## config.mk

```make
export PLATFORM = sky130hd
export DESIGN_NAME = fsm_rd_table
export DESIGN_NICKNAME = d
export VERILOG_FILES = /design/src/rtl/fsm_rd_pkg.sv /design/src/rtl/fsm_rd_cfg_regs.sv /design/src/rtl/fsm_rd_table.sv
export SDC_FILE = /design/constraint.sdc
export NUM_CORES = 1
export LEC_CHECK = 0
export CORE_ASPECT_RATIO = 1.2
export CORE_MARGIN = 2
export CORE_UTILIZATION = 55
export DETAILED_ROUTE_END_ITERATION = 8
export PLACE_DENSITY = 0.79
export SKIP_LAST_GASP = 1
export SYNTH_ARGS = -nofsm -noshare
export SYNTH_HDL_FRONTEND = slang
export SYNTH_SLANG_ARGS = --single-unit
```

## constraint.sdc

```tcl
create_clock -name CLK -period 5.8 [get_ports CLK]
set_input_delay 1.74 -clock CLK [delete_from_list [all_inputs] [get_ports CLK]]
set_output_delay 1.74 -clock CLK [all_outputs]
set_load 0.05 [all_outputs]
```

## src/rtl/fsm_rd_pkg.sv

```systemverilog
// -----------------------------------------------------------------------------
// fsm_rd_pkg
// Shared definitions for the table-programmable primary/twin Moore FSM.
//   - cfg_sel_e : selects the table a config write targets
//   - clog2/max2: constant helpers for deriving parameter widths
//   - st_base / st_shadow / st_make : pack and unpack a state index
//     laid out as {base, shadow}; shadow=0 is the primary, 1 is the twin
// -----------------------------------------------------------------------------
package fsm_rd_pkg;

   typedef enum logic {
      CFG_SEL_TRANS = 1'b0,
      CFG_SEL_OUT   = 1'b1
   } cfg_sel_e;

   function automatic int clog2(input int value);
      int res;
      int rem;
      res = 0;
      rem = value - 1;
      while (rem > 0) begin
         res = res + 1;
         rem = rem >> 1;
      end
      return res;
   endfunction

   function automatic int max2(input int a, input int b);
      return (a > b) ? a : b;
   endfunction

   function automatic int st_base(input int st);
      return st >> 1;
   endfunction

   function automatic logic st_shadow(input int st);
      return st[0];
   endfunction

   function automatic int st_make(input int base, input logic shadow);
      return (base << 1) | int'(shadow);
   endfunction

endpackage

```

## src/rtl/fsm_rd_cfg_regs.sv

```systemverilog
// -----------------------------------------------------------------------------
// fsm_rd_cfg_regs
// Configuration storage for fsm_rd_table: the transition table, the output
// table, the sticky lock flag, and decoding of config writes.
//
// Ports:
//   CLK, RST    clock (rising edge), asynchronous active-high reset
//   cfg_we      write strobe
//   cfg_sel     0 = transition table, 1 = output table
//   cfg_addr    sel0: {base, ptext}; sel1: state index
//   cfg_wdata   sel0: next base in low BIDX_W bits; sel1: code in low OUT_W
//   cfg_lock    sets locked at the next edge (sticky until RST)
//   locked      lock status
//   wr_fault    combinational: this cycle's write attempt is rejected
//   trans_addr  read address {base, ptext} for the next-state lookup
//   trans_data  next base index stored at trans_addr
//   out_addr    read address (state index) for the Moore output
//   out_data    output code stored at out_addr
// -----------------------------------------------------------------------------
module fsm_rd_cfg_regs
   import fsm_rd_pkg::*;
#(
   parameter int IN_W    = 2,
   parameter int OUT_W   = 8,
   parameter int N_BASE  = 4,
   parameter int BIDX_W  = clog2(N_BASE),
   parameter int STATE_W = BIDX_W + 1,
   parameter int CFG_AW  = max2(BIDX_W + IN_W, STATE_W),
   parameter int CFG_DW  = max2(OUT_W, BIDX_W)
) (
   input  logic                      CLK,
   input  logic                      RST,
   input  logic                      cfg_we,
   input  logic                      cfg_sel,
   input  logic [CFG_AW-1:0]         cfg_addr,
   input  logic [CFG_DW-1:0]         cfg_wdata,
   input  logic                      cfg_lock,
   output logic                      locked,
   output logic                      wr_fault,
   input  logic [BIDX_W+IN_W-1:0]    trans_addr,
   output logic [BIDX_W-1:0]         trans_data,
   input  logic [STATE_W-1:0]        out_addr,
   output logic [OUT_W-1:0]          out_data
);

   localparam int TA_W    = BIDX_W + IN_W;
   localparam int N_TRANS = 1 << TA_W;
   localparam int N_STATE = 2 * N_BASE;

   logic [BIDX_W-1:0] tab     [N_TRANS];
   logic [OUT_W-1:0]  out_tab [N_STATE];

   logic [BIDX_W-1:0] addr_base;
   logic              addr_hi_clear;
   logic              trans_ok;
   logic              out_ok;
   logic              addr_ok;
   logic              wr_apply;

   // A transition address is only valid when every bit above {base, ptext}
   // is zero and the base field names an existing base state.
   assign addr_base     = cfg_addr[TA_W-1:IN_W];
   assign addr_hi_clear = ((cfg_addr >> TA_W) == '0);
   assign trans_ok      = addr_hi_clear && (int'(addr_base) < N_BASE);
   assign out_ok        = (int'(cfg_addr) < N_STATE);
   assign addr_ok       = (cfg_sel == CFG_SEL_OUT) ? out_ok : trans_ok;

   // Lock is checked against the current flag, so a write issued together
   // with cfg_lock still lands.
   assign wr_apply = cfg_we && !locked && addr_ok;
   assign wr_fault = cfg_we && (locked || !addr_ok);

   assign trans_data = tab[trans_addr];
   assign out_data   = out_tab[out_addr];

   always_ff @(posedge CLK or posedge RST) begin
      if (RST) begin
         for (int i = 0; i < N_TRANS; i++) begin
            tab[i] <= '0;
         end
         for (int i = 0; i < N_STATE; i++) begin
            out_tab[i] <= '0;
         end
         locked <= 1'b0;
      end else begin
         if (wr_apply) begin
            if (cfg_sel == CFG_SEL_OUT) begin
               out_tab[cfg_addr[STATE_W-1:0]] <= cfg_wdata[OUT_W-1:0];
            end else begin
               tab[cfg_addr[TA_W-1:0]] <= cfg_wdata[BIDX_W-1:0];
            end
         end
         if (cfg_lock) begin
            locked <= 1'b1;
         end
      end
   end

endmodule

```

## src/rtl/fsm_rd_table.sv

```systemverilog
// -----------------------------------------------------------------------------
// fsm_rd_table
// Table-programmable Moore FSM. Each base state has a primary and a twin;
// a self-transition on a base alternates between them so they can carry
// different output codes. Tables are written through the config port and
// can be locked until reset.
//
// Ports:
//   CLK, RST    clock (rising edge), asynchronous active-high reset
//   en          advance the state this cycle
//   ptext       input symbol
//   rtext       Moore output, out_tab[state]
//   state_o     current state index {base, shadow}
//   cfg_we      config write strobe
//   cfg_sel     0 = transition table, 1 = output table
//   cfg_addr    sel0: {base, ptext}; sel1: state index
//   cfg_wdata   sel0: next base (low BIDX_W bits); sel1: code (low OUT_W)
//   cfg_lock    set the sticky lock
//   locked      lock status
//   err         one-cycle pulse after any faulting edge
// -----------------------------------------------------------------------------
module fsm_rd_table
   import fsm_rd_pkg::*;
#(
   parameter int IN_W    = 2,
   parameter int OUT_W   = 8,
   parameter int N_BASE  = 4,
   parameter int BIDX_W  = clog2(N_BASE),
   parameter int STATE_W = BIDX_W + 1,
   parameter int CFG_AW  = max2(BIDX_W + IN_W, STATE_W),
   parameter int CFG_DW  = max2(OUT_W, BIDX_W)
) (
   input  logic                CLK,
   input  logic                RST,
   input  logic                en,
   input  logic [IN_W-1:0]     ptext,
   output logic [OUT_W-1:0]    rtext,
   output logic [STATE_W-1:0]  state_o,
   input  logic                cfg_we,
   input  logic                cfg_sel,
   input  logic [CFG_AW-1:0]   cfg_addr,
   input  logic [CFG_DW-1:0]   cfg_wdata,
   input  logic                cfg_lock,
   output logic                locked,
   output logic                err
);

   logic [STATE_W-1:0]      state;
   logic [STATE_W-1:0]      state_next;
   logic [BIDX_W-1:0]       cur_base;
   logic                    cur_shadow;
   logic [BIDX_W-1:0]       nxt_base;
   logic [BIDX_W+IN_W-1:0]  trans_addr;
   logic [OUT_W-1:0]        out_data;
   logic                    wr_fault;
   logic                    trans_fault;
   logic                    err_q;

   assign cur_base   = BIDX_W'(st_base(int'(state)));
   assign cur_shadow = st_shadow(int'(state));
   assign trans_addr = {cur_base, ptext};

   fsm_rd_cfg_regs #(
      .IN_W    (IN_W),
      .OUT_W   (OUT_W),
      .N_BASE  (N_BASE),
      .BIDX_W  (BIDX_W),
      .STATE_W (STATE_W),
      .CFG_AW  (CFG_AW),
      .CFG_DW  (CFG_DW)
   ) u_cfg (
      .CLK        (CLK),
      .RST        (RST),
      .cfg_we     (cfg_we),
      .cfg_sel    (cfg_sel),
      .cfg_addr   (cfg_addr),
      .cfg_wdata  (cfg_wdata),
      .cfg_lock   (cfg_lock),
      .locked     (locked),
      .wr_fault   (wr_fault),
      .trans_addr (trans_addr),
      .trans_data (nxt_base),
      .out_addr   (state),
      .out_data   (out_data)
   );

   // Next-state rule. The lookup reads the table as it stands before this
   // edge, so a concurrent config write only affects later transitions.
   // An out-of-range next base can only exist when N_BASE is not a power
   // of two; it sends the machine home and raises err.
   always_comb begin
      state_next  = state;
      trans_fault = 1'b0;
      if (en) begin
         if (int'(nxt_base) >= N_BASE) begin
            state_next  = '0;
            trans_fault = 1'b1;
         end else if (nxt_base == cur_base) begin
            state_next = STATE_W'(st_make(int'(cur_base), ~cur_shadow));
         end else begin
            state_next = STATE_W'(st_make(int'(nxt_base), 1'b0));
         end
      end
   end

   // Faults from the config port and from the transition collapse into a
   // single registered pulse.
   always_ff @(posedge CLK or posedge RST) begin
      if (RST) begin
         state <= '0;
         err_q <= 1'b0;
      end else begin
         state <= state_next;
         err_q <= wr_fault | trans_fault;
      end
   end

   assign state_o = state;
   assign rtext   = out_data;
   assign err     = err_q;

endmodule

```

* After elaboration in Yosys (flattened, before gate mapping)
Index checks and enable logic that the tools add are counted.
** Storage, ports and cells
- Register bits after elaboration :: 101
- Output and inout port bits :: 13
- Input bits :: 20
- Word-level logic and storage cells :: 66
** Operators by class
- Muxes and demuxes :: 14
- Reduce and logical (&&, ||, !) cells :: 10
- Magnitude comparators :: 7
- Eq/ne operators :: 1
- Bitwise gates (word level) :: 7
** Operators with widths (count)
- bitwise mux 64 bit :: 1
- bitwise mux 32 bit :: 1
- binary-select mux 8 bit (select 3 bit) :: 1
- demux 8 bit (select 3 bit) :: 1
- 2-to-1 mux 8 bit :: 3
- greater-or-equal comparator 5 bit (second input constant) :: 2
- inverter 4 -> 5 bit :: 2
- binary-select mux 2 bit (select 4 bit) :: 1
- demux 2 bit (select 4 bit) :: 1
- greater-or-equal comparator 4 bit (second input constant) :: 2
- inverter 3 -> 4 bit :: 2
- 2-to-1 mux 2 bit :: 3
- logical AND 1 bit :: 5
- less-than comparator 5 x 1 -> 1 bit (second input constant) :: 1
- less-than comparator 4 x 1 -> 1 bit (second input constant) :: 1
- less-than comparator 4 bit (second input constant) :: 1
- AND reduction 2 bit :: 2
- 2-to-1 mux 3 bit :: 1
- bitwise OR 3 x 1 -> 3 bit :: 1
- equality test 2 bit :: 1
- zero test 1 bit :: 2
- inverter 1 bit :: 2
- logical OR 1 bit :: 1
- 2-to-1 mux 1 bit :: 1

* Depth between registers and ports, before layout
- Word-level depth :: 6
- Mapped depth :: 7
- Depth with buffers taken out :: 5

* Cells and area by module
From an unflattened synthesis, not the netlist that was laid out.
** Second synthesis, totals
- Cells, all modules :: 303
- Area total of the unflattened synthesis :: 4708.3 um2
** Modules (own cells, without submodules)
- fsm_rd_cfg_regs :: area each 4539.4 um2, cells each 291, instances 1, sequential area each 2427.3 um2
- fsm_rd_table :: area each 168.9 um2, cells each 12, instances 1, sequential area each 100.1 um2

* Worst setup path after synthesis
Ideal clock, no wire load.
- Path kind :: reg-to-output
- Start point :: reg state[0] (netlist: state_o[0])
- End point :: out rtext[0]
- Data arrival time :: 2201 ps
- Data required time :: 4060 ps
- Cell stages (with the launch flop) :: 5
- Buffers on the path :: 2
- Setup slack :: 1859 ps
- Path through :: dfrtp_1 -> buf_2 -> buf_2 -> mux4_2 -> mux2_2
** Between the ends
- Longest elaborated chain between the ends :: 4
** RTL lines
- from (decl) :: RTL line fsm_rd_table.sv:48 : logic [STATE_W-1:0] state;
- from (signal assigned) :: RTL line fsm_rd_table.sv:113 : state <= state_next;
- inverter 3 -> 4 bit (implied by the code) :: RTL line fsm_rd_cfg_regs.sv:74 : assign out_data = out_tab[out_addr];
- binary-select mux 8 bit (select 3 bit) :: RTL line fsm_rd_cfg_regs.sv:74
- 2-to-1 mux 8 bit (implied by the code) (2 in series) :: RTL line fsm_rd_cfg_regs.sv:74
- to (decl) :: RTL line fsm_rd_table.sv:37 : output logic [OUT_W-1:0] rtext,
No other way between the ends. The select of a mux whose other input is x is not followed.

* Final worst setup path
- Start point :: reg state[0] (netlist: state_o[0])
- End point :: out rtext[5]
The elaborated chain is that of the path after synthesis.

==> results by group <==
Clock network
  – Cts-stage hold buffer count: 0
  – Max clock buf depth: 2
  – Worst skew pair latency: 0.37 ns
  – CTS buffer count: 9
  – CTS tree: built
  – Clk root buf: clkbuf_8
  – Post_cts resized: 0
  – Number of setup buffers added after CTS: 0
  – Clk sinks: approximately 100
  – Worst-path clk slew: approximately 0.09 ns
  – Htree depth: 3

STA
  – RSZ-0062 raised after global routing: no
  – Pins Over Slew Limit: 0
  – Hold Vio Cnt, Final: 0
  – Setup TNS: 0 ns
  – Final worst-path setup slack: roughly 1.1 ns
  – Crit path time final: between 4 and 5 ns
  – FMAX: around 210 MHz
  – Final Setup Violations: 0
  – Worst-Margin Slew: 1.033 ns
  – Post-route clock period utilization: approximately four fifths
  – Clock skew: approximately 0.012 ns
  – Rel. slew slack: a little under a third

Layout
  – Filler Cell Count: between 600 and 700
  – Number of nets in the layout: around 370
  – Fin area: 5303 um2
  – Final Util: between 60 and 70%
  – Layout cells sized above 1: around two fifths
  – Area Growth Syn to Fin: 12.71%
  – N_diodes: 0

Pwr
  – Combinational power share: about 16%
  – PwrDens: 272.7 nW/um2
  – Leakage power: between 2 and 2.5 nW
  – VDD IR max: 0.0001557 V
  – Clock share of power: roughly 29%
  – Pint: 0.001012 W
  – Sw Ratio: between 30% and 40%
  – Seq pwr share: between 50% and 60%
  – Sw power: roughly 0.00043 W

GRT
  – GRT Util Overall: a little over a fifth
  – Antenna violations before repair: 0
  – Largest net degree at the start of global routing: 77
  – GRT Residual Overflow: 0
  – Vias in the first global route: 2,954
  – First-pass GRT wire length: 14.98 mm

Synthesis
  – Syn nets: around 340
  – Number of flops mapped to enable cells by yosys: 0
  – Top-count cell post-synth: mux2_2
  – Syn avg cell area: 14.75 um2
  – Synth warnings: 0
  – Post-synthesis sequential area ratio: between 50% and 60%
  – Post-synthesis cell area: ~4700 um2
  – Post-synth top area share: 53.72%
  – Mapped Cells: between 300 and 400
  – Post-synth ARST share: 100.0%
  – Synth unique cells: 30
  – Synth Register Bits: about 100
  – Largest cells by area after synthesis: dfrtp_1 54%, mux2_2 24%, mux4_2 8.1%, mux2i_1 3.0%, nand2_1 1.3%
  – Synth Flop Type: dfrtp_1
  – Post-synth top cells: 102 x mux2_2, 101 x dfrtp_1, 17 x mux4_2
  – Largest area contributor in the netlist: dfrtp_1

Floorplan
  – Ports: 33
  – Initial Util: a little under three fifths
  – Core area: slightly above 8000 um2
  – Die Area: 9312 um2
  – Row cnt: 36
  – Chip height: ~110 um
  – Die Wd: 88.43 um

Run
  – Max-cap viol count: 0

Setup path
  – Worst-path maximum fanout: 17
  – CP required: just over 4 ns
  – Largest delay share family, worst path: flip-flops
  – Critical path arrival: ~3 ns
  – Startpoint types: flip-flop
  – Cells along the critical path: mux4_2 > mux2_2 > clkdlybuf4s50_1
  – Critical path's largest stage delay: about 1 ns
  – Slowest cell on crit path: dfrtp_1
  – Worst path buffer plus inverter count: 1
  – Crit end category: primary output
  – Critical path class: flip-flop to primary output

Placement
  – GP Congestion: roughly 0.82
  – HPWL after detailed placement: about 6.1 mm
  – Place WS: around 1.4 ns
  – Area after DPL: 5117 um2
  – I/O Buffers: 32

Min path
  – Hold Crit Class: flip-flop to flip-flop

Routing
  – Post-route antenna net violation count: 0
  – Residual DRC: 0
  – DR vias: between 2,000 and 3,000
  – Drt first pass iters: 4
  – Vias per inst: about 5.9
  – 1st-iter DRT viols: around 140
  – Wire per inst: between 15 and 20 um
  – Routed WL: 9.139 mm

Status
  – Outcome: completed
## cell usage in the layout (no fill, tap or decap), types with 2 or more instances in the layout
| cell type | instances |
|---|---|
| mux2_2 | 102 |
| dfrtp_1 | 101 |
| clkdlybuf4s50_1 | 32 |
| mux4_2 | 17 |
| nand2_1 | 16 |
| mux2i_1 | 14 |
| nor2_1 | 11 |
| clkbuf_8 | 10 |
| a22o_1 | 5 |
| nor2_2 | 4 |
| nand3b_1 | 3 |
| and2_1 | 3 |
| nor3b_1 | 3 |
| nor2b_1 | 3 |
| nor3_1 | 3 |
| mux2_1 | 3 |
| clkinvlp_4 | 3 |
| inv_1 | 2 |
| a22oi_1 | 2 |
| a221oi_1 | 2 |
| a21oi_1 | 2 |
| buf_4 | 2 |
## final cells by class
cell class                 count  area [um2]  share of cell area [%]
timing repair buffer          34       335.3                   6.324
inverter                       3       13.76                  0.2596
tap                          114       142.6                   2.690
multi-input combinational    202        2098                   39.57
sequential                   101        2527                   47.66
clock buffer                  10       137.6                   2.596
clock inverter                 6       47.55                  0.8966
## cells by family after synthesis
family / count (synthesis) / share of synthesized area (%)
muxes: 136 / 36.25
DFF: 101 / 53.72
buffers and inverters: 16 / 1.675
AOI/OAI and AO/OA: 15 / 2.952
and+or+nand+nor: 51 / 5.399
## final timing paths
kind                                         from                 to  slack [ns]  cells past startpoint
min in group asynchronous                     RST      u_cfg.tab[27]        1.92                      2
max in group asynchronous                     RST  u_cfg.out_tab[39]        2.98                      3
worst min-delay path            u_cfg.out_tab[63]  u_cfg.out_tab[63]        0.51                      1
worst max register to register         state_o[1]         state_o[0]        3.39                      5
worst max-delay path                   state_o[0]           rtext[5]        1.07                      3
worst min register to register  u_cfg.out_tab[63]  u_cfg.out_tab[63]        0.51                      1
## power groups by stage
| stage | logic [W] | registers [W] | clock network, W |
|---|---|---|---|
| floorplan | 0.000193 | 0.000772 | 0 |
| global placement | 0.000235 | 0.000807 | 0 |
| detailed placement | 0.000237 | 0.000809 | 0 |
| CTS | 0.000238 | 0.000795 | 0.000429 |
| global route | 0.000254 | 0.000800 | 0.000455 |
| finish | 0.000237 | 0.000792 | 0.000417 |
## routing by layer
| metal | vias up | track usage (%) | part of all wire, % |
|---|---|---|---|
| met3 | 9 | 3.054 | 3.7 |
| met1 | 1478 | 28.93 | 44 |
| met2 | 62 | 34.96 | 50 |
| met4 | 0 | 8.874 | 1.7 |
| met5 | - | 0 | 0 |
| li1 | 1242 | - | - |
## sequential cells by signal (all words and copies together) (netlist names)
register,flops
state_o,3
err,1
u_cfg.locked,1
u_cfg.out_tab,64
u_cfg.tab,32
## per-stage QoR
stage               hold WS (ns)  total power, W  std cells
global route              0.5192        0.001510        470
detailed placement        0.4889        0.001046        454
floorplan                 0.4595       0.0009645        319
global placement          0.4767        0.001041        454
CTS                       0.5097        0.001462        470
finish                    0.5081        0.001446        470
No activity file was read; power rests on OpenSTA's default activity.
